--- config.mk ---
export PLATFORM = sky130hd
export DESIGN_NAME = frequency_divider_prog
export DESIGN_NICKNAME = d
export VERILOG_FILES = /design/src/rtl/frequency_divider_prog.sv
export SDC_FILE = /design/constraint.sdc
export NUM_CORES = 1
export LEC_CHECK = 0
export BUFFER_PORTS_ARGS = -buffer_cell sky130_fd_sc_hd__buf_2
export CAP_MARGIN = 5
export CORE_MARGIN = 2
export CORE_UTILIZATION = 50
export DETAILED_ROUTE_END_ITERATION = 7
export MAX_ROUTING_LAYER = met4
export PLACE_DENSITY = 0.64
export SLEW_MARGIN = 15
export SYNTH_ARGS = -nofsm -noshare
export SYNTH_HDL_FRONTEND = slang
export SYNTH_SLANG_ARGS = --single-unit
export TNS_END_PERCENT = 50
--- constraint.sdc ---
create_clock -name clk_in -period 6.3 [get_ports clk_in]
set_clock_uncertainty 0.15 [all_clocks]
set_input_delay 0.945 -clock clk_in [delete_from_list [all_inputs] [get_ports clk_in]]
set_output_delay 0.945 -clock clk_in [all_outputs]
set_load 0.01 [all_outputs]
--- src/rtl/frequency_divider_prog.sv ---
// Runtime-programmable integer clock divider: square-wave clk_out, one-cycle tick per period,
// with ratio updates deferred to the next period boundary so no runt pulses are produced.
module frequency_divider_prog #(
  parameter int DIV_WIDTH   = 16,
  parameter int DEFAULT_DIV = 10
) (
  input  logic                 clk_in,
  input  logic                 rst,
  input  logic                 en,
  input  logic [DIV_WIDTH-1:0] div_value,
  input  logic                 div_load,
  output logic                 clk_out,
  output logic                 tick,
  output logic                 load_pending
);

  localparam logic [DIV_WIDTH-1:0] DEF_DIV = DIV_WIDTH'(DEFAULT_DIV);
  localparam logic [DIV_WIDTH-1:0] MIN_DIV = DIV_WIDTH'(2);
  localparam logic [DIV_WIDTH-1:0] ONE     = DIV_WIDTH'(1);

  logic [DIV_WIDTH-1:0] active_div;
  logic [DIV_WIDTH-1:0] pend_div;
  logic                 pend_flag;
  logic [DIV_WIDTH-1:0] cnt;

  logic [DIV_WIDTH-1:0] load_val;
  logic [DIV_WIDTH-1:0] next_div;
  logic [DIV_WIDTH-1:0] next_cnt;
  logic [DIV_WIDTH:0]   half_next;
  logic                 wrap;

  // The high-phase length uses the ratio in force after this edge, so a new ratio shapes its very first period.
  always_comb begin
    load_val  = (div_value < MIN_DIV) ? MIN_DIV : div_value;
    wrap      = en && (cnt == active_div - ONE);
    next_div  = active_div;
    if (wrap) begin
      if (div_load)
        next_div = load_val;
      else if (pend_flag)
        next_div = pend_div;
    end
    next_cnt  = wrap ? '0 : cnt + ONE;
    half_next = ({1'b0, next_div} + (DIV_WIDTH + 1)'(1)) >> 1;
  end

  always_ff @(posedge clk_in) begin
    if (rst) begin
      active_div <= DEF_DIV;
      pend_div   <= DEF_DIV;
      pend_flag  <= 1'b0;
      cnt        <= DEF_DIV - ONE;
      clk_out    <= 1'b0;
      tick       <= 1'b0;
    end else begin
      tick <= wrap;
      if (wrap) begin
        active_div <= next_div;
        pend_flag  <= 1'b0;
      end else if (div_load) begin
        pend_div  <= load_val;
        pend_flag <= 1'b1;
      end
      if (en) begin
        cnt     <= next_cnt;
        clk_out <= ({1'b0, next_cnt} < half_next);
      end
    end
  end

  assign load_pending = pend_flag;

endmodule

# Yosys cells after proc, flatten, opt, wreduce, memory -nomap -nowiden
# Cells that the tools add are included.
# word_totals
regBits	51
inputBits	20
output_inout_bits	3
word_cells	21
# classes
n_addsub	3
n_lt_le_gt_ge	2
n_eq_ne	1
mux	5
n_bitwise	1
reduce_logical	3
# op_table
op	n
two-way mux 16 bit	5
adder 16 x 1 -> 17 bit (second input constant)	1
adder 16 x 1 -> 16 bit (second input constant)	1
== test 16 bit	1
less-than comparator 16 bit	1
less-than comparator 16 x 2 -> 1 bit (second input constant)	1
subtractor 16 x 1 -> 16 bit (second input constant)	1
AND reduction 2 bit	1
OR reduction 2 bit	1
logical AND 1 bit	1
NOT 1 bit	1

# Logic depth before layout (Yosys ltp)
# depth
ltp_word	6
mapped_depth	25
mapped_depth_nobuf	22

# Least setup slack after synthesis
# OpenSTA, ideal clock, no wires.
# synth_path
kind	reg-to-reg
from	reg active_div[0]
to	reg clk_out
setup_time_ns	0.074
arrival_ns	5.088
required_time_ns	6.076
setup_slack_ns	0.988
stages_incl_launch_ff	25
path_buffers	2
period_less_slack_ns	5.312
path_cell_list	dfxtp_1 clkbuf_1 inv_1 ha_1 nor3b_2 a31o_2 a222oi_1 nand4_2 or3_4 buf_6 a211o_1 ha_1 and2_1 nand3_1 xnor2_1 ha_1 a21o_1 a21o_1 a21o_1 a21o_1 a21o_1 a21o_1 a211oi_1 o211ai_1 o21ai_0
# synth_via
elab_chain_len	6
word_cells_on_any_way	9
cone_classes	2 x add/sub; 1 x order compare; 1 x eq/ne; 4 x mux; 1 x reduce/logical
# synth_lines
item	line_no	source
from (decl)	21	logic [DIV_WIDTH-1:0] active_div;
from (signal assigned)	58	active_div <= next_div;
subtractor 16 x 1 -> 16 bit	35	wrap = en && (cnt == active_div - ONE);
== test 16 bit	35	
logical AND 1 bit	35	
two-way mux 16 bit (*)	37	if (wrap) begin
net next_div[0]	27	logic [DIV_WIDTH-1:0] next_div;
adder 16 x 1 -> 17 bit (*)	44	half_next = ({1'b0, next_div} + (DIV_WIDTH + 1)'(1)) >> 1;
less-than comparator 16 bit (*)	66	clk_out <= ({1'b0, next_cnt} < half_next);
to (signal assigned)	66	
to (decl)	12	output logic clk_out,
# Mark *: on every way through the listed nets, which the timed path passes. The rest lies on a longest branch.
# A chain may end at the register's enable or synchronous reset.

# Final worst setup path
# Ends and elaborated chain as after synthesis.

==> reports/qor_table.md <==
| Parameter | Value | Unit |
| --- | --- | --- |
| Antenna Cells | 0 | - |
| Final Hold Slack | 0.3096 | ns |
| Sequential Area | 0.001021 | mm2 |
| DIE AREA | 0.008868 | mm2 |
| Largest net degree at the start of global routing | 52 | - |
| Num CTS Buffers | 5 | - |
| RSZ-0062 raised after global routing | false | - |
| Synth warnings | 0 | - |
| Transition time at the pin with the least slew margin | 0.9779 | ns |
| Maxcap violations | 0 | - |
| Synth area leaders | dfxtp_1 25%, nand2_1 7.4%, xnor2_1 6.5% | - |
| P&R area growth vs syn | 6.217 | % |
| Final HPWL DP | 8129 | um |
| Arrival time of data at the critical path endpoint | 5.92 | ns |
| Number of remaining DRC errors | 0 | - |
| Combined area of all synthesized cells | 0.004065 | mm2 |
| Total wire length | 10980 | um |
| GPL Wtd Cong | 1.031 | - |
| Clk_lat worst skew | 0.32 | ns |
| Crit path largest cell delay | 0.52 | ns |
| Count of final hold-check violations | 0 | - |
| Clock root buffer master | clkbuf_8 | - |
| Number of top-level pins | 23 | - |
| Die height | 94.17 | um |
| Via Count | 3884 | - |
| Antenna violations before repair | 0 | - |
| CP Class | register to register | - |
| Number of instances in the placed design | 634 | - |
| Register bit count reported by yosys | 51 | - |
| Library cell with the highest instance count after synthesis | nand2_1 | - |
| CTS max path bufs | 2 | - |
| Number of clock sinks | 51 | - |
| Worst endpoint required time | 6.40 | ns |
| Worst hold path type | register to register | - |
| Outcome | completed | - |
| Input/output buffers | 22 | - |
| H-tree level count | 2 | - |
| Net count of the mapped netlist | 578 | - |
| Endpoint type of the worst setup path | register | - |
| Area of the core | 0.007807 | mm2 |
| CP Launch Type | register | - |
| Power Dens Cells | 507.2 | mW/mm2 |
| Setup_tns | 0 | ns |
| Routed wire length per instance | 17.10 | um |
| Fin cells | 642 | - |
| Critical path, cell by cell | inv_1, ha_1, nor3b_2, nand4_1, a222oi_1, nand4_2, buf_4, or3_4, a211o_1, ha_1, and2_1, nand3_1, xnor2_1, ha_1, a21o_1, a21o_1, a21o_1, a21o_1, a21o_1, a21o_1, a211oi_1, o211ai_1, o21ai_0 | - |
| Proportion of synthesized flip-flops having asynchronous set or reset | 0 | % |
| Total count of max-transition violations in the final report | 0 | - |
| Number of nets with antenna violations after routing | 0 | - |
| Post-synth EDFFs | 0 | - |
| Fmax achieved | 171.7 | MHz |
| Number of library cell types mapped by synthesis | 60 | - |
| Post-synthesis area per instance | 7.528 | um2 |
| Post CTS Setup Buffer Count | 0 | - |
| Crit share post-route | 92.47 | % |
| Fraction of the yosys area taken by sequential cells | 25.12 | % |
| Commonest register cell after synthesis | dfxtp_1 | - |
| Minimum clock period after layout | 5.826 | ns |
| Initial DRT Pass Iterations | 5 | - |
| CTS tree | done | - |
| Resize count post-CTS | 0 | - |
| CTS hold repair buffers | 0 | - |
| Worst-path clk slew | 0.10 | ns |
| Biggest fanout along the worst timing path | 27 | - |
| Total of endpoints with negative setup slack in the final report | 0 | - |
| Initial standard-cell utilization of the core | 52.07 | % |
| Vias in the first global route | 3529 | - |
| Fraction of layout instances using a drive strength above 1 | 11.30 | % |
| Drt initial violations | 214 | - |
| Most area-hungry cell type in the Yosys netlist | dfxtp_1 | - |
| Tot GR Track Use | 26.40 | % |
| Highest-delay cell along the critical path | or3_4 | - |
| Peak ir drop on the vdd network | 0.2483 | mV |
| Vias per cell | 6.050 | - |
| Tightest slew margin relative to the limit | 34.81 | % |
| Most repeated library cell on the critical path | a21o_1 | - |
| FP Rows | 32 | - |
| Nets | 577 | - |
| Post-Syn Instances | 540 | - |
| Horizontal die dimension | 94.17 | um |
| Fraction of synthesized cell area taken by the top area cell type | 25.12 | % |
| Total gr overflow | 0 | - |
| Leading post-synthesis cells by instance count | 80 x nand2_1, 51 x dfxtp_1, 42 x nor2_1, 31 x clkbuf_1 | - |
| Leakage power figure | 0.001646 | uW |
| Filler cells | 820 | - |
| Global-route wire length before repair | 17990 | um |
| Area taken by multi-input logic gates | 0.002829 | mm2 |
## metrics by stage
stage	worst slack, ns	util (%)	total power [uW]	area (um2)
final	0.4743	55.30	2190	4318
after global routing	0.1315	55.30	2374	4318
after CTS	0.5123	55.30	2180	4318
after detailed placement	0.5418	54.04	1963	4219
after global placement	0.7218	54.04	1937	4219
after floorplan	0.9879	-	1601	4065
## report_power, final
| group | switching, uW | internal [uW] |
|---|---|---|
| Clock | 122 | 90.1 |
| Sequential | 126 | 404 |
| Combinational | 918 | 530 |
## kinds of logic (layout without fill, tap and decap cells)
family                   after synthesis  in the layout  share of synthesized area [%]
multiplexers                           8              8                          1.970
flip-flops                            51             51                          25.12
adder cells (fa/ha/maj)               18             18                          5.540
AO/OA/AOI/OAI                        115            115                          20.22
AND/OR/NAND/NOR                      249            249                          31.73
XOR/XNOR                              46             46                          9.911
buffers and inverters                 53             53                          5.509
## layout by cell type (no fill, tap or decap), types with 3 or more instances in the layout
master / Yosys / routed
nand2_1: 80 / 80
dfxtp_1: 51 / 51
nor2_1: 42 / 42
xnor2_1: 30 / 30
a21oi_1: 30 / 30
nand3_1: 26 / 26
buf_2: 5 / 22
nor4_1: 20 / 20
o21ai_0: 19 / 19
ha_1: 18 / 18
xor2_1: 16 / 16
nor3_1: 15 / 15
o41ai_1: 13 / 13
buf_4: 1 / 12
nor2b_1: 11 / 11
nand4_1: 11 / 11
inv_1: 10 / 10
nand3b_1: 9 / 9
and3_1: 9 / 9
mux2i_1: 8 / 8
a211o_1: 6 / 6
a211oi_1: 6 / 6
a21o_1: 6 / 6
clkbuf_8: 0 / 6
and2_1: 5 / 5
a211oi_2: 5 / 5
a21boi_0: 4 / 4
o211ai_1: 4 / 4
nor4_4: 2 / 3
a31oi_1: 3 / 3
and4_1: 3 / 3
nand2b_1: 3 / 3
## final timing paths
| check | start | endpoint | slack (ns) | cells after the start |
|---|---|---|---|---|
| hold reg to reg | pend_div[14] | pend_div[14] | 0.31 | 2 |
| hold / removal | pend_div[14] | pend_div[14] | 0.31 | 2 |
| setup / recovery | active_div[0] | clk_out | 0.47 | 23 |
| setup reg to reg | active_div[0] | clk_out | 0.47 | 23 |
## layout make-up
class	count	share of cell area [%]
clock buffer	6	1.912
clock inverter	2	0.3767
inverter	11	0.9562
multi-input combinational	436	65.52
sequential	51	23.65
tap	102	2.956
timing repair buffer	34	4.636
## worst max-delay path: cells and delay by family (launching register included)
kind,cells,cell delay [ns]
flip-flops,1,0.40
XOR/XNOR,1,0.12
adder cells (fa/ha/maj),3,0.76
AND/OR/NAND/NOR,6,1.57
AO/OA/AOI/OAI,11,2.45
buffers and inverters,2,0.32
## sequential cells by signal (all words and copies together), names as in the netlist
| name | count |
|---|---|
| cnt | 16 |
| tick | 1 |
| active_div | 16 |
| load_pending | 1 |
| clk_out | 1 |
| pend_div | 16 |
## routing by layer
layer,part of all wire (%),vias up,GRT usage [%]
met1,48,1841,37.29
met3,3.2,14,2.970
met5,0,-,-
met2,47,82,40.48
met4,1.6,0,6.280
li1,-,1947,-
Power figures use the tool's default switching activity.
